### config.mk
export PLATFORM = sky130hd
export DESIGN_NAME = ex_mem_stage
export DESIGN_NICKNAME = d
export VERILOG_FILES = /design/src/rtl/ex_mem_stage.sv
export SDC_FILE = /design/constraint.sdc
export NUM_CORES = 1
export LEC_CHECK = 0
export CAP_MARGIN = 20
export CORE_MARGIN = 2
export CORE_UTILIZATION = 38
export CTS_CLUSTER_DIAMETER = 40
export DETAILED_ROUTE_END_ITERATION = 16
export PLACE_DENSITY = 0.81
export SYNTH_ARGS = -nofsm -noshare
export SYNTH_HDL_FRONTEND = slang
export SYNTH_SLANG_ARGS = --single-unit
export TNS_END_PERCENT = 1
### constraint.sdc
create_clock -name clk -period 1.6 [get_ports clk]
set_input_delay 0.32 -clock clk [delete_from_list [all_inputs] [get_ports clk]]
set_output_delay 0.32 -clock clk [all_outputs]
set_load 0.02 [all_outputs]
### src/rtl/ex_mem_stage.sv
// EX/MEM pipeline register, flag register, branch condition resolve and sticky halt.
// 1-cycle latency; stall holds everything, flush loads a bubble. EX_FLAG_BYPASS_EN lets cond_true see next-state flags.
`timescale 1ns/1ps
module ex_mem_stage #(
  parameter int          DATA_W   = 16,
  parameter int          RADDR_W  = 4,
  parameter logic [2:0]  FLAG_RST = 3'b000
) (
  input  logic               clk,
  input  logic               rst_n,
  input  logic               stall,
  input  logic               flush,
  input  logic               ex_valid,
  input  logic [3:0]         ex_opcode,
  input  logic [DATA_W-1:0]  ex_result,
  input  logic [DATA_W-1:0]  ex_addr,
  input  logic [2:0]         ex_flag,
  input  logic [DATA_W-1:0]  ex_pcs_val,
  input  logic [RADDR_W-1:0] ex_rd,
  input  logic               ex_reg_we,
  input  logic               ex_mem_re,
  input  logic               ex_mem_we,
  input  logic [2:0]         br_ccc,
  output logic               mem_valid,
  output logic [3:0]         mem_opcode,
  output logic [DATA_W-1:0]  mem_result,
  output logic [DATA_W-1:0]  mem_addr,
  output logic [RADDR_W-1:0] mem_rd,
  output logic               mem_reg_we,
  output logic               mem_mem_re,
  output logic               mem_mem_we,
  output logic [2:0]         flags,
  output logic               cond_true,
  output logic               halted
);

  localparam logic [3:0] OP_ADD = 4'b0000;
  localparam logic [3:0] OP_SUB = 4'b0001;
  localparam logic [3:0] OP_XOR = 4'b0011;
  localparam logic [3:0] OP_SLL = 4'b0100;
  localparam logic [3:0] OP_SRA = 4'b0101;
  localparam logic [3:0] OP_ROR = 4'b0110;
  localparam logic [3:0] OP_PCS = 4'b1110;
  localparam logic [3:0] OP_HLT = 4'b1111;

  logic       accept;
  logic       cap_valid;
  logic [2:0] flags_nxt;
  logic [2:0] flag_src;

  assign accept    = ex_valid & ~stall & ~flush & ~halted;
  assign cap_valid = ex_valid & ~halted;

  always_comb begin
    flags_nxt = flags;
    if (accept) begin
      case (ex_opcode)
        OP_ADD, OP_SUB:                 flags_nxt = ex_flag;
        OP_XOR, OP_SLL, OP_SRA, OP_ROR: flags_nxt = {flags[2:1], ex_flag[0]};
        default:                        flags_nxt = flags;
      endcase
    end
  end

`ifdef EX_FLAG_BYPASS_EN
  assign flag_src = flags_nxt;
`else
  assign flag_src = flags;
`endif

  // flag_src is {N,V,Z}
  always_comb begin
    cond_true = 1'b0;
    case (br_ccc)
      3'b000:  cond_true = ~flag_src[0];
      3'b001:  cond_true = flag_src[0];
      3'b010:  cond_true = ~flag_src[0] & ~flag_src[2];
      3'b011:  cond_true = flag_src[2];
      3'b100:  cond_true = flag_src[0] | (~flag_src[0] & ~flag_src[2]);
      3'b101:  cond_true = flag_src[2] | flag_src[0];
      3'b110:  cond_true = flag_src[1];
      default: cond_true = 1'b1;
    endcase
  end

  always_ff @(posedge clk or negedge rst_n) begin
    if (!rst_n) begin
      mem_valid  <= 1'b0;
      mem_opcode <= '0;
      mem_result <= '0;
      mem_addr   <= '0;
      mem_rd     <= '0;
      mem_reg_we <= 1'b0;
      mem_mem_re <= 1'b0;
      mem_mem_we <= 1'b0;
    end else if (stall) begin
      mem_valid  <= mem_valid;
    end else if (flush) begin
      mem_valid  <= 1'b0;
      mem_opcode <= '0;
      mem_result <= '0;
      mem_addr   <= '0;
      mem_rd     <= '0;
      mem_reg_we <= 1'b0;
      mem_mem_re <= 1'b0;
      mem_mem_we <= 1'b0;
    end else begin
      mem_valid  <= cap_valid;
      mem_opcode <= ex_opcode;
      mem_result <= (ex_opcode == OP_PCS) ? ex_pcs_val : ex_result;
      mem_addr   <= ex_addr;
      mem_rd     <= ex_rd;
      mem_reg_we <= ex_reg_we & cap_valid;
      mem_mem_re <= ex_mem_re & cap_valid;
      mem_mem_we <= ex_mem_we & cap_valid;
    end
  end

  always_ff @(posedge clk or negedge rst_n) begin
    if (!rst_n) begin
      flags  <= FLAG_RST;
      halted <= 1'b0;
    end else begin
      flags <= flags_nxt;
      if (accept && ex_opcode == OP_HLT) halted <= 1'b1;
    end
  end

endmodule
==> results of run 1 <==
-- through the flow --
step	power, mW	hold WS (ns)	util	setup WS (ns)
2_1_floorplan	1.73	0.0244	-	0.0150
3_3_place_gp	2.24	0.321	0.639	-0.803
3_5_place_dp	2.25	0.327	0.639	-0.839
4_1_cts	3.08	0.00801	0.656	-0.286
5_1_grt	3.20	0.0113	0.674	-0.318
6_report	3.03	0.00861	0.674	-0.255
-- layer usage --
metal | global-route usage | vias up
met2 | 0.300 | 75
li1 | - | 940
met4 | 0.0534 | 0
met1 | 0.232 | 885
met3 | 0.0466 | 7
met5 | 0 | -
-- worst min-delay path by stage --
stage,to,slack (ns),depth (start not counted)
after floorplan,flags[0],0.02,0
after global placement,mem_mem_re,0.32,2
after detailed placement,flags[1],0.33,2
after CTS,mem_addr[3],0.008,2
after global routing,mem_addr[6],0.01,2
final,flags[1],0.009,2
-- sequential cells by signal, indices dropped and copies added (netlist names) --
register	count
mem_addr	16
mem_result	16
mem_opcode	4
mem_rd	4
flags	3
halted	1
mem_mem_re	1
mem_mem_we	1
mem_reg_we	1
mem_valid	1
-- cell families (layout without fill, tap and decap cells) --
group,after synthesis,count (layout),synth area share
compound gates,50,50,0.134
flops,48,48,0.560
mux,20,20,0.0957
buf+inv,16,142,0.0338
simple gates,68,68,0.172
xor+xnor,1,1,0.00408
-- report_power, final --
group	leakage, nW	total [mW]	internal, mW	switching (mW)
logic	1.54	0.809	0.433	0.376
clock network	0.0552	0.841	0.464	0.377
registers	0.622	1.38	1.32	0.0559
-- timing repair --
| item | 4_1_cts | 5_1_grt |
|---|---|---|
| cloned | 0 | 0 |
| gates resized for setup | 17 | 41 |
| setup endpoints to repair | 11 | 41 |
| pin swaps | 1 | 2 |
-- cells in the final DEF (no fill, tap or decap), types with 5 or more instances in the layout --
| cell type | Yosys | routed |
|---|---|---|
| dlymetal6s2s_1 | 0 | 39 |
| buf_4 | 1 | 12 |
| clkbuf_8 | 0 | 5 |
| dfrtp_1 | 48 | 46 |
| o21ai_0 | 38 | 37 |
| clkdlybuf4s50_1 | 0 | 65 |
| nand2b_1 | 22 | 22 |
| mux2i_1 | 16 | 16 |
| a22o_1 | 5 | 5 |
| dlygate4sd2_1 | 0 | 11 |
| nand2_1 | 38 | 38 |
-- cell type report --
type	instances	area, µm²	share of cell area
Clock buffer	6	72.6	0.0197
Clock inverter	2	35.0	0.00949
Inverter	2	7.51	0.00203
Multi-Input combinational cell	139	887	0.240
Sequential cell	48	1200	0.326
Tap cell	72	90.1	0.0244
Timing Repair Buffer	132	1400	0.378
-- worst max-delay path: cells and delay by family (launching register included) --
| kind | cells | cell delay, ns |
|---|---|---|
| buffers and inverters | 1 | 0.16 |
| and+or+nand+nor | 1 | 0.37 |
| DFF | 1 | 0.40 |
| AOI/OAI and AO/OA | 2 | 0.31 |
==> results.json, run 1 <==
{
  "die_h_um": 79.1,
  "drc_errors": 0,
  "worstReg2RegStart": "halted",
  "track_usage": 0.180,
  "syn_avg_cell_area_um2": 10.6,
  "cts_root_buf": "clkbuf_8",
  "slew_headroom": 0.821,
  "peakVddDrop_mv": 0.480,
  "num_antenna_cells": 0,
  "r2r_setup_slack_ns": 0.18,
  "grt_max_degree": 70,
  "wl_um": 5460,
  "synth_common_cells": "dfrtp_1, nand2_1, o21ai_0",
  "finalNonFillerCells": 401,
  "synth-seq-cells": 48,
  "ys_seq_area_frac": 0.560,
  "p_per_area_nw_per_um2": 820,
  "max_freq_mhz": 539,
  "routed.top_layer": "met4",
  "postCtsSetupRepairBufs": 0,
  "end_kind": "output pin",
  "core_um2": 5470,
  "netlist_area_um2": 2140,
  "cts_sinks": 48,
  "port_buffers": 118,
  "top_level_ports": 119,
  "layout.nets": 398,
  "cts_buffers": 5,
  "cp-start-kind": "register",
  "clk_pin_slew_worst_paths_ns": 0.09,
  "die_w_um": 79.1,
  "synth.distinct_cells": 29,
  "worst_ep_arrival_time_ns": 1.54,
  "setup_viol": 1,
  "rsz0062_at_grt": "true",
  "wl_met1_um": 2330,
  "wl_met3_um": 395,
  "fin_ws_ns": -0.255,
  "yosys_warnings": 0,
  "path_class": "reg2out",
  "area.growth.synth_to_final_pct": 72.1,
  "synth_top_cells_by_area": "dfrtp_1, o21ai_0, mux2i_1, nand2_1, nand2b_1",
  "synth.most_common_cell": "dfrtp_1",
  "crit_end": "cond_true",
  "grt_pass1_vias": 1929,
  "async_flop_share": 1.00,
  "first_pass_iters": 4,
  "dieArea_um2": 6260,
  "post-route-period-util": 1.16,
  "cts_tree": "built",
  "overflow": 0,
  "min_period_ns": 1.86,
  "hold_buffers": 0,
  "dpl.hpwl_um": 3920,
  "synth_ff_type": "dfrtp_1",
  "dp_cells": 393,
  "max_cap_violations": 0,
  "num_vias": 1907,
  "cp.required_ns": 1.28,
  "synth_edf_count": 0,
  "setup-tns-final_ns": -0.255,
  "cts_max_path_buffers": 2,
  "hp-class": "in2async",
  "synth_top_area_cell": "dfrtp_1",
  "critPathMaxStageDelay_ns": 0.40,
  "wl_met2_um": 2680,
  "layout-drive-gt1-share": 0.103,
  "synth.top_cell.area_share": 0.560,
  "place.gp.congestion": 0.779,
  "finalHoldViolCount": 0,
  "r2r_cells": 3,
  "finalMaxSlewViolations": 0,
  "status": "complete, but fails checks",
  "worst_pin_slew_ns": 0.268,
  "crit_fanout": 2,
  "wl_per_cell_um": 13.6,
  "clock_skew_ns": 0.00164,
  "slowest_stage": "dfrtp_2",
  "stdcell_area_um2": 3690,
  "drtIter0Drc": 100,
  "violations": "setup timing",
  "synth_nets": 273,
  "num_rows": 27,
  "vias_per_cell": 4.76,
  "cts-htree-levels": 2,
  "start_util": 0.392,
  "place_area_um2": 3500,
  "path_cells": "or3b_4, a311oi_2, a21oi_2, buf_4",
  "fillCellCount": 450,
  "r2r-end": "flags[1]",
  "ant_nets": 0,
  "insertion_delay_ns": 0.29,
  "p_leak_nw": 2.22,
  "antenna_found_initial": 0,
  "grt_pass1_wl_um": 9000,
  "cp-startpoint": "flags[0]",
  "synth_cells": 203
}
(Power assumes the default switching activity.)
==> run 2: changes to the inputs <==
- REMOVE_ABC_BUFFERS: not set -> 1
==> run 2 against run 1 <==
The flow still finishes with violations (setup timing). Critical path depth unchanged. Die area is the same. Sequential share of layout area up 0.48 points. Non-clock buffer count up 1. Power shrank 0.23%. Combinational power shrank 3.5%. Sequential power about the same. Clock skew is 0.0012 ns lower. Fmax decreased by 0.15%. Setup slack got worse by 0.0028 ns. Worst hold slack gained 0.48 ns. Largest cell class unchanged. Highest routed layer unchanged.
==> results.json, run 2 (synthesized netlist as in run 1, its figures left out) <==
{
  "setup_viol": 1,
  "cts_root_buf": "clkbuf_8",
  "first_pass_iters": 4,
  "die_w_um": 79.1,
  "cts_max_path_buffers": 2,
  "worstReg2RegStart": "halted",
  "pre_cts_slack_ns": -0.804,
  "insertion_delay_ns": 0.29,
  "cts-htree-levels": 2,
  "p_leak_nw": 2.06,
  "finalHoldViolCount": 0,
  "holdWs_ns": 0.484,
  "track_usage": 0.176,
  "vias_per_cell": 4.76,
  "start_util": 0.392,
  "worst_ep_arrival_time_ns": 1.54,
  "cp.required_ns": 1.28,
  "die_h_um": 79.1,
  "status": "complete, but fails checks",
  "hp-class": "reg2reg",
  "slew_headroom": 0.698,
  "power_mw": 3.02,
  "grt_pass1_wl_um": 8710,
  "slowest_stage": "dfrtp_1",
  "wl_um": 5310,
  "crit_fanout": 2,
  "clk_pin_slew_worst_paths_ns": 0.09,
  "path_depth": 4,
  "wl_per_cell_um": 13.2,
  "top_regs": "mem_addr (16), mem_result (16)",
  "peakVddDrop_mv": 0.466,
  "port_buffers": 118,
  "area.growth.synth_to_final_pct": 69.3,
  "min_from": "mem_result[13]",
  "cp_top_family": "flip-flops",
  "place.gp.congestion": 0.733,
  "path_buf_inv": 1,
  "dieArea_um2": 6260,
  "path_cells": "or3b_4, a311oi_2, a21oi_1, buf_4",
  "layout_commonest_cell": "clkdlybuf4s50_1",
  "max_freq_mhz": 538,
  "critPathMaxStageDelay_ns": 0.40,
  "cp-start-kind": "register",
  "cts_tree": "built",
  "rsz0062_at_grt": "true",
  "cts_buffers": 5,
  "worst_hold_path.endpoint": "mem_result[13]",
  "min_period_ns": 1.86,
  "place_area_um2": 3470,
  "r2r-end": "flags[2]",
  "post-route-period-util": 1.16,
  "fin_util": 0.663,
  "grt_max_degree": 70,
  "layout-drive-gt1-share": 0.0939,
  "max_cap_violations": 0,
  "setup-tns-final_ns": -0.258,
  "cts_sinks": 48,
  "final_cell_mix": "clkdlybuf4s50_1, dfrtp_1, nand2_1, o21ai_0",
  "clock_skew_ns": 0.000486,
  "finalNonFillerCells": 402,
  "dp_cells": 393,
  "num_antenna_cells": 0,
  "violations": "setup timing",
  "whs_path_depth": 2,
  "drtIter0Drc": 49,
  "multi_input_area_um2": 880,
  "antenna_found_initial": 0,
  "top_level_ports": 119,
  "regArea_um2": 1200,
  "num_vias": 1913,
  "r2r_setup_slack_ns": 0.19,
  "num_rows": 27,
  "worst_pin_slew_ns": 0.452,
  "path_class": "reg2out",
  "drc_errors": 0,
  "fillCellCount": 482,
  "p_per_area_nw_per_um2": 832,
  "grt_pass1_vias": 1966,
  "r2r_cells": 3,
  "core_um2": 5470,
  "finalMaxSlewViolations": 0,
  "stdcell_area_um2": 3630,
  "layout.nets": 399,
  "postCtsSetupRepairBufs": 0,
  "end_kind": "output pin",
  "fin_ws_ns": -0.258,
  "dpl.hpwl_um": 4010,
  "ant_nets": 0,
  "overflow": 0
}
-- run 2: layer usage --
layer  vias to the layer above  track usage  wire length, µm
met5                         -            0                0
met3                         8       0.0648              472
met2                        73        0.314             2630
met4                         0       0.0534               87
li1                        950            -                -
met1                       882        0.195             2130
-- run 2: how the worst max path moves through the flow --
stage | start | end
floorplan | flags[2] | cond_true
global placement | br_ccc[1] | cond_true
detailed placement | br_ccc[1] | cond_true
CTS | flags[0] | cond_true
global route | flags[0] | cond_true
finish | flags[0] | cond_true
-- run 2: power by group --
part | total (mW) | switching (mW) | internal, mW
sequential | 1.38 | 0.0584 | 1.32
clock | 0.861 | 0.399 | 0.463
combinational | 0.781 | 0.367 | 0.414
-- run 2: worst min-delay path, stage by stage, from the launching register on --
cell and delay (ns):
dfrtp_1 0.34, nand2_1 0.05, o21ai_0 0.06
-- run 2: final cells by class --
cell class                      count  area share
Clock buffer                        5      0.0190
Clock inverter                      3      0.0117
Inverter                            2     0.00207
Multi-Input combinational cell    139       0.242
Sequential cell                    48       0.331
Tap cell                           72      0.0248
Timing Repair Buffer              133       0.369
-- run 2: timing repair --
action                     in CTS  in global routing
gates cloned                    0                  0
hold endpoints to repair       19                  0
hold buffers                    1                  0
gates resized for setup        33                 25
pin swaps                       1                  2
setup endpoints to repair      25                 28
